--- src/rtl/fb_triple_buffer_scheduler_if.sv ---
// Bus between the triple-buffer scheduler and its camera-writer / VGA-reader clients.
// The master drives the frame events and vsync; the slave (scheduler) returns bank selection.
interface fb_triple_buffer_scheduler_if #(
  parameter int unsigned ADDR_WIDTH = 18,
  parameter int unsigned CNT_WIDTH  = 16
);
  logic                  i_cam_frame_start;
  logic                  i_cam_frame_done;
  logic                  i_vga_vsync;
  logic                  o_wr_allow;
  logic [1:0]            o_wr_bank;
  logic [1:0]            o_rd_bank;
  logic [ADDR_WIDTH-1:0] o_wr_base;
  logic [ADDR_WIDTH-1:0] o_rd_base;
  logic                  o_frame_ready;
  logic                  o_swap;
  logic [CNT_WIDTH-1:0]  o_drop_cnt;
  logic [CNT_WIDTH-1:0]  o_abort_cnt;

  modport master (
    output i_cam_frame_start, i_cam_frame_done, i_vga_vsync,
    input  o_wr_allow, o_wr_bank, o_rd_bank, o_wr_base, o_rd_base,
    input  o_frame_ready, o_swap, o_drop_cnt, o_abort_cnt
  );

  modport slave (
    input  i_cam_frame_start, i_cam_frame_done, i_vga_vsync,
    output o_wr_allow, o_wr_bank, o_rd_bank, o_wr_base, o_rd_base,
    output o_frame_ready, o_swap, o_drop_cnt, o_abort_cnt
  );
endinterface

--- src/rtl/fb_triple_buffer_scheduler.sv ---
// Triple-buffer bank scheduler: camera writes a free bank, display flips to the newest
// complete frame only at the leading edge of vsync, so frames never tear.
module fb_triple_buffer_scheduler #(
  parameter int unsigned ADDR_WIDTH       = 18,
  parameter int unsigned DEPTH            = 76_800,
  parameter int unsigned CNT_WIDTH        = 16,
  parameter int unsigned VSYNC_ACTIVE_LOW = 1
) (
  input  logic                        clk,
  input  logic                        i_rst_n,
  fb_triple_buffer_scheduler_if.slave bus
);

  localparam logic [1:0] ST_SYNC  = 2'd0;
  localparam logic [1:0] ST_WRITE = 2'd1;
  localparam logic [1:0] ST_WAIT  = 2'd2;

  localparam logic [ADDR_WIDTH-1:0] BASE_1 = ADDR_WIDTH'(DEPTH);
  localparam logic [ADDR_WIDTH-1:0] BASE_2 = ADDR_WIDTH'(2 * DEPTH);

  logic [1:0]            state, state_nx;
  logic [1:0]            rd_bank, rd_nx, wr_bank, wr_nx, rdy_bank, rdy_nx;
  logic                  rdy_valid, valid_nx;
  logic                  vsync_q, vsync_act, vsync_edge;
  logic                  swap_q, swap_nx;
  logic                  wr_allow_q;
  logic [ADDR_WIDTH-1:0] wr_base_q, rd_base_q;
  logic [CNT_WIDTH-1:0]  drop_cnt, drop_nx, abort_cnt, abort_nx;
  logic                  publish;

  // Constant bank-to-base select keeps the address path free of a multiplier.
  function automatic logic [ADDR_WIDTH-1:0] base_of(input logic [1:0] bank);
    case (bank)
      2'd1:    base_of = BASE_1;
      2'd2:    base_of = BASE_2;
      default: base_of = '0;
    endcase
  endfunction

  assign vsync_act  = (VSYNC_ACTIVE_LOW != 0) ? ~bus.i_vga_vsync : bus.i_vga_vsync;
  assign vsync_edge = vsync_act & ~vsync_q;

  // Next state: writer FSM first, then publish, then the vsync-time display swap.
  always_comb begin
    state_nx = state;
    rd_nx    = rd_bank;
    wr_nx    = wr_bank;
    rdy_nx   = rdy_bank;
    valid_nx = rdy_valid;
    drop_nx  = drop_cnt;
    abort_nx = abort_cnt;
    swap_nx  = 1'b0;
    publish  = 1'b0;

    case (state)
      ST_SYNC, ST_WAIT: begin
        if (bus.i_cam_frame_start) state_nx = ST_WRITE;
      end
      ST_WRITE: begin
        if (bus.i_cam_frame_done) begin
          publish  = 1'b1;
          state_nx = bus.i_cam_frame_start ? ST_WRITE : ST_WAIT;
        end else if (bus.i_cam_frame_start) begin
          abort_nx = abort_cnt + CNT_WIDTH'(1);
        end
      end
      default: state_nx = ST_SYNC;
    endcase

    if (publish) begin
      wr_nx    = rdy_bank;
      rdy_nx   = wr_bank;
      valid_nx = 1'b1;
      if (rdy_valid) drop_nx = drop_cnt + CNT_WIDTH'(1);
    end

    if (vsync_edge && valid_nx) begin
      rd_nx    = rdy_nx;
      rdy_nx   = rd_bank;
      valid_nx = 1'b0;
      swap_nx  = 1'b1;
    end
  end

  always_ff @(posedge clk or negedge i_rst_n) begin
    if (!i_rst_n) begin
      state      <= ST_SYNC;
      rd_bank    <= 2'd0;
      wr_bank    <= 2'd1;
      rdy_bank   <= 2'd2;
      rdy_valid  <= 1'b0;
      vsync_q    <= 1'b1;
      swap_q     <= 1'b0;
      wr_allow_q <= 1'b0;
      wr_base_q  <= BASE_1;
      rd_base_q  <= '0;
      drop_cnt   <= '0;
      abort_cnt  <= '0;
    end else begin
      state      <= state_nx;
      rd_bank    <= rd_nx;
      wr_bank    <= wr_nx;
      rdy_bank   <= rdy_nx;
      rdy_valid  <= valid_nx;
      vsync_q    <= vsync_act;
      swap_q     <= swap_nx;
      wr_allow_q <= (state_nx == ST_WRITE);
      wr_base_q  <= base_of(wr_nx);
      rd_base_q  <= base_of(rd_nx);
      drop_cnt   <= drop_nx;
      abort_cnt  <= abort_nx;
    end
  end

  assign bus.o_wr_allow    = wr_allow_q;
  assign bus.o_wr_bank     = wr_bank;
  assign bus.o_rd_bank     = rd_bank;
  assign bus.o_wr_base     = wr_base_q;
  assign bus.o_rd_base     = rd_base_q;
  assign bus.o_frame_ready = rdy_valid;
  assign bus.o_swap        = swap_q;
  assign bus.o_drop_cnt    = drop_cnt;
  assign bus.o_abort_cnt   = abort_cnt;

endmodule

--- src/flat_wrapper.sv ---
// flat-port wrapper written by rule: the top's interface ports become plain ports
module fb_triple_buffer_scheduler_flat 
#(
  parameter int unsigned ADDR_WIDTH       = 18,
  parameter int unsigned DEPTH            = 76_800,
  parameter int unsigned CNT_WIDTH        = 16,
  parameter int unsigned VSYNC_ACTIVE_LOW = 1
)
  (clk, i_rst_n, bus_i_cam_frame_start, bus_i_cam_frame_done, bus_i_vga_vsync, bus_o_wr_allow, bus_o_wr_bank, bus_o_rd_bank, bus_o_wr_base, bus_o_rd_base, bus_o_frame_ready, bus_o_swap, bus_o_drop_cnt, bus_o_abort_cnt);
  fb_triple_buffer_scheduler_if #(.ADDR_WIDTH(ADDR_WIDTH), .CNT_WIDTH(CNT_WIDTH)) bus_i ();
  input  logic clk;
  input  logic i_rst_n;
  input wire logic [$bits(bus_i.i_cam_frame_start)-1:0] bus_i_cam_frame_start;
  input wire logic [$bits(bus_i.i_cam_frame_done)-1:0] bus_i_cam_frame_done;
  input wire logic [$bits(bus_i.i_vga_vsync)-1:0] bus_i_vga_vsync;
  output wire logic [$bits(bus_i.o_wr_allow)-1:0] bus_o_wr_allow;
  output wire logic [$bits(bus_i.o_wr_bank)-1:0] bus_o_wr_bank;
  output wire logic [$bits(bus_i.o_rd_bank)-1:0] bus_o_rd_bank;
  output wire logic [$bits(bus_i.o_wr_base)-1:0] bus_o_wr_base;
  output wire logic [$bits(bus_i.o_rd_base)-1:0] bus_o_rd_base;
  output wire logic [$bits(bus_i.o_frame_ready)-1:0] bus_o_frame_ready;
  output wire logic [$bits(bus_i.o_swap)-1:0] bus_o_swap;
  output wire logic [$bits(bus_i.o_drop_cnt)-1:0] bus_o_drop_cnt;
  output wire logic [$bits(bus_i.o_abort_cnt)-1:0] bus_o_abort_cnt;
  assign bus_i.i_cam_frame_start = bus_i_cam_frame_start;
  assign bus_i.i_cam_frame_done = bus_i_cam_frame_done;
  assign bus_i.i_vga_vsync = bus_i_vga_vsync;
  assign bus_o_wr_allow = bus_i.o_wr_allow;
  assign bus_o_wr_bank = bus_i.o_wr_bank;
  assign bus_o_rd_bank = bus_i.o_rd_bank;
  assign bus_o_wr_base = bus_i.o_wr_base;
  assign bus_o_rd_base = bus_i.o_rd_base;
  assign bus_o_frame_ready = bus_i.o_frame_ready;
  assign bus_o_swap = bus_i.o_swap;
  assign bus_o_drop_cnt = bus_i.o_drop_cnt;
  assign bus_o_abort_cnt = bus_i.o_abort_cnt;
  fb_triple_buffer_scheduler #(.ADDR_WIDTH(ADDR_WIDTH), .DEPTH(DEPTH), .CNT_WIDTH(CNT_WIDTH), .VSYNC_ACTIVE_LOW(VSYNC_ACTIVE_LOW)) u_core (.clk(clk), .i_rst_n(i_rst_n), .bus(bus_i));
endmodule
--- config.mk ---
export PLATFORM = sky130hd
export DESIGN_NAME = fb_triple_buffer_scheduler_flat
export DESIGN_NICKNAME = d
export VERILOG_FILES = /design/src/rtl/fb_triple_buffer_scheduler_if.sv /design/src/rtl/fb_triple_buffer_scheduler.sv /design/src/flat_wrapper.sv
export SDC_FILE = /design/constraint.sdc
export NUM_CORES = 1
export LEC_CHECK = 0
export CORE_AREA = 4 4 74 76
export CTS_BUF_LIST = sky130_fd_sc_hd__clkbuf_2
export DETAILED_ROUTE_END_ITERATION = 8
export DIE_AREA = 0 0 78 80
export GPL_TIMING_DRIVEN = 0
export HOLD_SLACK_MARGIN = 0.15
export PLACE_DENSITY_LB_ADDON = 0.3
export SYNTH_ARGS = -nofsm -noshare
export SYNTH_HDL_FRONTEND = slang
export SYNTH_SLANG_ARGS = --single-unit
--- constraint.sdc ---
create_clock -name clk -period 4.59 [get_ports clk]
set_input_delay 0.918 -clock clk [delete_from_list [all_inputs] [get_ports clk]]
set_output_delay 0.918 -clock clk [all_outputs]
set_load 0.01 [all_outputs]
# Word level (Yosys, flattened, before mapping)
# Index checks and enable logic that the tools add are counted.
# word_totals
reg_bits,80
inputBits,5
output_inout_bits,75
word_cells,45
# classes
add_sub_neg,2
eq_ne,7
n_mux,15
bitwise,4
n_reduce_logical,5
# ops
cell,count
one-hot mux 18 bit (2 select lines),2
adder 16 x 1 -> 16 bit (second input constant),2
2-to-1 mux 2 bit,7
equality test 2 x 1 -> 1 bit (second input constant),4
equality test 2 bit (second input constant),3
2-to-1 mux 1 bit,5
one-hot mux 2 bit (2 select lines),1
inverter 1 bit,3
AND reduction 3 bit,1
zero test 2 bit,1
AND reduction 2 bit,1
OR reduction 2 bit,1
AND 1 bit,1
logical AND 1 bit,1

# Logic depth before layout (Yosys ltp)
# Gate-level depths: netlist (run 1).
# logic_depth
ltp_word,7
depth_mapped,9
mapped_depth_nobuf,6

# Least setup slack after synthesis (run 1)
# OpenSTA, ideal clock, no wires.
# synth_path
path_type,input-to-reg
from,input port bus_i_cam_frame_done
to,"register u_core.rd_base_q[11], in the netlist u_core.bus.o_rd_base[11]"
setup_time_ps,113
arrival_ps,1952
t_required_ps,4477
setup_slack_ps,2525
stages,7
n_path_buf,2
cell_sequence,and3b_1 > buf_2 > o21ai_2 > buf_2 > o21ai_0 > ha_1 > inv_1
# synth_via
elab_chain_len,7
elab_cells_between_ends,9
classes_between,eq/ne (2); mux (6); reduce/logical (1)
# synth_rtl
item,line_no,source
"start, declared",flat_wrapper.sv:14,input wire logic [$bits(bus_i.i_cam_frame_done)-1:0] bus_i_cam_frame_done;
2-to-1 mux 1 bit (*),fb_triple_buffer_scheduler.sv:60,if (bus.i_cam_frame_done) begin
2-to-1 mux 1 bit (*),fb_triple_buffer_scheduler.sv:55,case (state)
2-to-1 mux 1 bit,fb_triple_buffer_scheduler.sv:70,if (publish) begin
logical AND 1 bit,fb_triple_buffer_scheduler.sv:77,if (vsync_edge && valid_nx) begin
2-to-1 mux 2 bit (*),fb_triple_buffer_scheduler.sv:77,
equality test 2 bit / equality test 2 x 1 -> 1 bit (equally long branches),fb_triple_buffer_scheduler.sv:33,case (bank)
one-hot mux 18 bit (2 select lines) (*),fb_triple_buffer_scheduler.sv:33,
"end signal, assigned",fb_triple_buffer_scheduler.sv:109,rd_base_q <= base_of(rd_nx);
"end, declared",fb_triple_buffer_scheduler.sv:27,"logic [ADDR_WIDTH-1:0] wr_base_q, rd_base_q;"
# Every way passes the cells marked *; elsewhere a longest branch is shown, timed or not.
# A chain may end at the register's enable or synchronous reset.

# Final worst setup path (run 1)
# layout_path
from,"register u_core.wr_base_q[16], in the netlist u_core.bus.o_wr_base[16]"
to,output port bus_o_wr_base[16]
# layout_lines
item,line_no,source
"start, declared",fb_triple_buffer_scheduler.sv:27,
"start signal, assigned",fb_triple_buffer_scheduler.sv:108,wr_base_q <= base_of(wr_nx);
"end, declared",flat_wrapper.sv:19,output wire logic [$bits(bus_i.o_wr_base)-1:0] bus_o_wr_base;
# No word-level cell between the ends.

==> metrics.cfg, run 1 <==
[synth]
synth_top_area_share = 0.465
ys_ff_latch = 50
async_flop_share = 1.00
synthCells = 219
netlist_area_sq_um = 2420
synth_enable_flop_cells = 0
yosys_warnings = 0
yosys-top-cells-area = dfrtp_1, buf_4, xnor2_1
yosys.cell_types.count = 35
ys_seq_area_frac = 0.520
avgSynthCellArea_sq_um = 11.0
ys.flop_type = dfrtp_1
yosysMostFrequentCell = dfrtp_1
yosysTopAreaCell = dfrtp_1
yosys-top-cells-count = dfrtp_1, buf_4, nand2_1, xnor2_1, xor2_1

[grt]
antenna_found_initial = 0
track_usage = 0.148
grt_pass1_wl_microns = 7310
overflow = 0
grt_pass1_vias = 1697
grt_max_degree = 27

[outcome]
outcome = completed

[timing]
max_freq_mhz = 395
post-route-period-util = 0.551
tns_ns = 0
rsz0062_at_grt = false
setup_viol = 0
tightest_slew_ns = 0.566
clock_skew_ns = 0.0170
slew_viol_final = 0
hold_viol = 0
finalCriticalPeriod_ns = 2.53
relSlewSlack = 0.622

[routing]
wirelength_microns = 4270
drc = 0
ant_nets = 0
drt-pass1-iter-count = 4
routed_via_density = 4.51
drt-initial-drc-count = 61
wire_per_inst_microns = 11.5
num_vias = 1684

[finish]
antenna_cells = 0
area_growth_pct = 32.5
final_core_utilization = 0.679
fill_cells = 376
seq_area_sq_um = 1260
layout-drive-gt1-share = 0.193
nets = 315
multiInputGateArea_sq_um = 961

[worst_setup_path]
cpPeakStageDelay_ns = 0.59
path_buf_inv = 2
crit_fanout = 3
start_kind = flop
path_cells = buf_4 > clkdlybuf4s50_1
worstPathRequired_ns = 3.67
crit_arrival_ns = 1.61
path_delay_family = buffers and inverters
setup.worst_path.class = flop to primary output
endpoint_kind = primary output
critPathSlowestCell = dfstp_2

[place]
dp_hpwl_microns = 3310
place.gp.congestion = 0.780
io_buffers = 57

[clocking]
clock_path_buffers = 2
cts_root_buf = clkbuf_2
cts_hold_buf = 0
clk_pin_slew_ns = 0.24
cts.htree.levels = 2
cts_tree = done
clkSinkCount = 50
insertion_delay_ns = 0.41
cts-resized-gates = 0
numCtsBuffers = 5
post_cts_buffers = 0

[power]
comb_power_share = 0.390
ir_worst_vdd_v = 0.000311
p_per_area_nw_per_um2 = 405
switching_share = 0.323
p_sw_mw = 0.419
p_leak_nw = 1.56
seq_power_share = 0.481
power.share.clock = 0.129
intPower_mw = 0.879

[worst_hold_path]
hold_class = primary input to asynchronous set/reset pin

[flow_run]
maxCapViolations = 0

[floorplan]
coreArea_sq_um = 4720
die_x_microns = 78
die_h_microns = 80
io_pins = 80
fp-row-count = 25
initial_core_util = 0.512
dieArea_sq_um = 6240

[logic make-up (layout without fill, tap and decap cells)]
logic type | Yosys count | after routing | share of synthesized area
muxes | 2 | 2 | 0.00879
and+or+nand+nor | 74 | 74 | 0.186
xor gates and xnor gates | 30 | 30 | 0.109
DFF | 50 | 50 | 0.520
adders and majority gates | 5 | 5 | 0.0259
other | 1 | 22 | 0.00155
AOI/OAI and AO/OA | 15 | 15 | 0.0341
buffers and inverters | 42 | 108 | 0.116
[final timing paths]
check	from	end	slack, ns	depth (start not counted)
setup / recovery	u_core.bus.o_wr_base[16]	bus_o_wr_base[16]	2.06	2
hold / removal	i_rst_n	u_core.bus.o_drop_cnt[3]	0.45	1
setup reg to reg	u_core.state[0]	u_core.bus.o_rd_base[11]	2.81	8
hold reg to reg	u_core.bus.o_abort_cnt[15]	u_core.bus.o_abort_cnt[15]	0.48	1
max in group asynchronous	i_rst_n	u_core.bus.o_drop_cnt[11]	3.61	2
min in group clk	u_core.bus.o_abort_cnt[15]	u_core.bus.o_abort_cnt[15]	0.48	1
[per-layer routing]
layer | GRT usage | part of all wire | vias up
li1 | - | - | 849
met2 | 0.259 | 0.49 | 42
met1 | 0.171 | 0.44 | 784
met4 | 0.0699 | 0.015 | 0
met3 | 0.0350 | 0.057 | 9
met5 | 0 | 0 | -
[state kept, by name, summed over array words and instances, names as in the netlist]
register / count
u_core.bus.o_abort_cnt: 16
u_core.bus.o_drop_cnt: 16
u_core.bus.o_frame_ready: 1
u_core.bus.o_rd_bank: 2
u_core.bus.o_rd_base: 3
u_core.bus.o_swap: 1
u_core.bus.o_wr_allow: 1
u_core.bus.o_wr_bank: 2
u_core.bus.o_wr_base: 3
u_core.rdy_bank: 2
u_core.state: 2
u_core.vsync_q: 1
[placed cells by master (no fill, tap or decap), types with 2 or more instances in the layout]
master,netlist,routed
xor2_1,14,14
nand2_1,22,22
and3_1,2,2
nand4_1,5,5
nor2_2,3,3
nor3_1,3,3
ha_1,5,5
dfrtp_1,45,45
dfstp_2,5,5
nor4_4,2,2
and4_1,5,5
nand3b_1,2,2
buf_2,2,3
a21oi_1,7,7
nand3_1,10,10
inv_1,8,8
buf_4,32,32
clkdlybuf4s50_1,0,56
conb_1,1,22
nor2_1,11,11
o21ai_0,5,5
xnor2_1,16,16
clkbuf_2,0,6
[power by group through the flow]
stage | clock network [mW] | logic, mW | registers, mW
after floorplan | 0 | 0.215 | 0.659
after global placement | 0 | 0.501 | 0.633
after detailed placement | 0 | 0.512 | 0.633
after CTS | 0.178 | 0.514 | 0.626
after global routing | 0.192 | 0.562 | 0.642
final | 0.168 | 0.506 | 0.624
[worst register-to-register path: stages, from the launching register on]
cell and delay (ns):
dfrtp_1 0.41, buf_4 0.16, and3b_1 0.16, buf_2 0.16
o21ai_2 0.18, buf_2 0.22, o21ai_0 0.11, ha_1 0.27
inv_1 0.03
[through the flow]
stage | hold WS, ns | power (mW) | cells | setup WS, ns | instance area, sq um
6_report | 0.451 | 1.30 | 373 | 2.06 | 3210
5_1_grt | 0.439 | 1.40 | 373 | 1.98 | 3210
4_1_cts | 0.438 | 1.32 | 373 | 2.01 | 3210
3_5_place_dp | 0.461 | 1.15 | 365 | 1.84 | 3170
3_3_place_gp | 0.455 | 1.13 | 364 | 1.21 | 3150
2_1_floorplan | 0.503 | 0.874 | 240 | 2.53 | 2500
[final cells by class]
| type | instances | share of cell area |
|---|---|---|
| flip-flops and latches | 50 | 0.392 |
| multi-input cells | 148 | 0.300 |
| repair buffers | 58 | 0.183 |
| plain buffers | 34 | 0.0780 |
| well taps | 67 | 0.0261 |
| clock buffers | 6 | 0.00936 |
| inverters | 8 | 0.00936 |
| clock inverters | 2 | 0.00273 |
Power figures use the tool's default switching activity.
==> run 2, diff against run 1 <==
Settings changed: CORE_AREA 4 4 74 76 to 4 4 77 79, DIE_AREA 0 0 78 80 to 0 0 81 83.
Clock period 4.59 ns to 2.5 ns, I/O delays scaled along.
==> run 2 against run 1 <==
  * Routed wire length grew 4.7%
  * Combinational power grew 85%
  * Clock power grew to 3.1 times the previous value
  * Hold slack lost 0.031 ns
  * First-iteration DRC count shrank 46%
  * Die area grew 7.7%
  * Setup slack lost 1.7 ns
  * Power grew 100%
  * Flip-flop and latch count is the same
  * Sequential share of layout area shrank 0.79 points
  * Final cell count grew 1.6%
  * Largest cell class unchanged
  * Highest routed layer unchanged
==> metrics.cfg, run 2 (synthesis results as in run 1) <==
[worst_hold_path]
hold_class = primary input to asynchronous set/reset pin

[finish]
layout-drive-gt1-share = 0.192
antenna_cells = 0
fin_area_sq_um = 3270
fill_cells = 496
final_cells = 379
mostFrequentLayoutCells = clkdlybuf4s50_1, dfrtp_1, buf_4
layout_commonest_cell = clkdlybuf4s50_1
nets = 316
area_growth_pct = 35.3

[grt]
track_usage = 0.142
grt_max_degree = 41
grt_pass1_wl_microns = 7580
antenna_found_initial = 0
grt_pass1_vias = 1645
overflow = 0

[worst_setup_path]
endpoint_kind = primary output
start_kind = flop
worstPathRequired_ns = 2.00
crit_fanout = 3
setup.worst_path.class = flop to primary output
crit_arrival_ns = 1.62
r2r_cells = 9

[place]
dp_cells = 370
dp_hpwl_microns = 3450
place_area_sq_um = 3170
place.gp.congestion = 0.781
post-place-ws_ns = 0.181
io_buffers = 57

[clocking]
post_cts_buffers = 0
cts_tree = done
clk_pin_slew_ns = 0.25
clock_path_buffers = 2
insertion_delay_ns = 0.43
cts_root_buf = clkbuf_2
numCtsBuffers = 5
cts.htree.levels = 2
clkSinkCount = 50

[floorplan]
io_pins = 80
die_h_microns = 83
die_x_microns = 81
fp-row-count = 27
dieArea_sq_um = 6720
initial_core_util = 0.453
coreArea_sq_um = 5340

[timing]
setup_viol = 0
rsz0062_at_grt = false
post-route-period-util = 0.849
max_freq_mhz = 471
slew_viol_final = 0
hold_viol = 0
clock_skew_ns = 0.0173
setup_slack_ns = 0.379
finalCriticalPeriod_ns = 2.12

[routing]
wire_per_inst_microns = 11.8
drt-initial-drc-count = 33
drt-pass1-iter-count = 7
drc = 0
routed_via_density = 4.45
wirelength_microns = 4470
num_vias = 1688
ant_nets = 0

[power]
power_mw = 2.60
p_leak_nw = 1.58
ir_worst_vdd_v = 0.000486
p_per_area_nw_per_um2 = 795

[flow_run]
maxCapViolations = 0

[outcome]
outcome = completed

-- run 2: changes by cell type in the layout (fill, tap and decap cells not counted) --
cell and delta:
clkinv_2 -1, bufinv_16 +2, dlygate4sd3_1 +1, clkbuf_2 -1
-- run 2: cell type report --
cell class / count / area (sq um) / share of cell area
flip-flops and latches: 50 / 1260 / 0.384
multi-input cells: 148 / 961 / 0.294
repair buffers: 59 / 596 / 0.182
plain buffers: 34 / 250 / 0.0765
well taps: 72 / 90.1 / 0.0275
clock inverters: 3 / 63.8 / 0.0195
inverters: 8 / 30.0 / 0.00917
clock buffers: 5 / 25.0 / 0.00765
-- run 2: what timing repair did --
action	CTS	global route
hold buffers	1	0
hold endpoints to repair	10	0
resized for setup	0	0
endpoints found under the setup margin	0	0
-- run 2: power breakdown --
group / internal [mW] / leakage [nW] / switching (mW)
logic: 0.557 / 0.884 / 0.378
registers: 0.990 / 0.649 / 0.162
clock network: 0.266 / 0.0506 / 0.251
-- run 2: per-layer routing --
layer,vias to the layer above,share of wire,GRT usage
met4,0,0.0085,0.0369
met1,785,0.42,0.169
met2,53,0.51,0.242
met5,-,0,0
met3,5,0.065,0.0466
li1,845,-,-
-- run 2: worst max-delay path, stage by stage, from the launching register on --
cell             delay [ns]
dfstp_2                0.59
buf_4                  0.10
clkdlybuf4s50_1        0.53
-- run 2: path summary, 6_finish.rpt --
path                                            start                          to  slack [ns]
max                          u_core.bus.o_wr_base[16]           bus_o_wr_base[16]        0.38
min                                           i_rst_n  u_core.bus.o_abort_cnt[14]        0.42
max reg2reg                           u_core.state[0]    u_core.bus.o_rd_base[11]        0.72
min reg2reg                u_core.bus.o_abort_cnt[15]  u_core.bus.o_abort_cnt[15]        0.48
max in group asynchronous                     i_rst_n    u_core.bus.o_wr_base[11]        1.51
min in group clk           u_core.bus.o_abort_cnt[15]  u_core.bus.o_abort_cnt[15]        0.48
-- run 2: stage by stage --
step / TNS, ns / hold slack [ns] / utilization
finish: 0 / 0.420 / 0.613
global route: 0 / 0.385 / 0.613
CTS: 0 / 0.406 / 0.613
detailed placement: 0 / 0.386 / 0.595
global placement: -23.15 / 0.454 / 0.592
floorplan: 0 / 0.204 / -
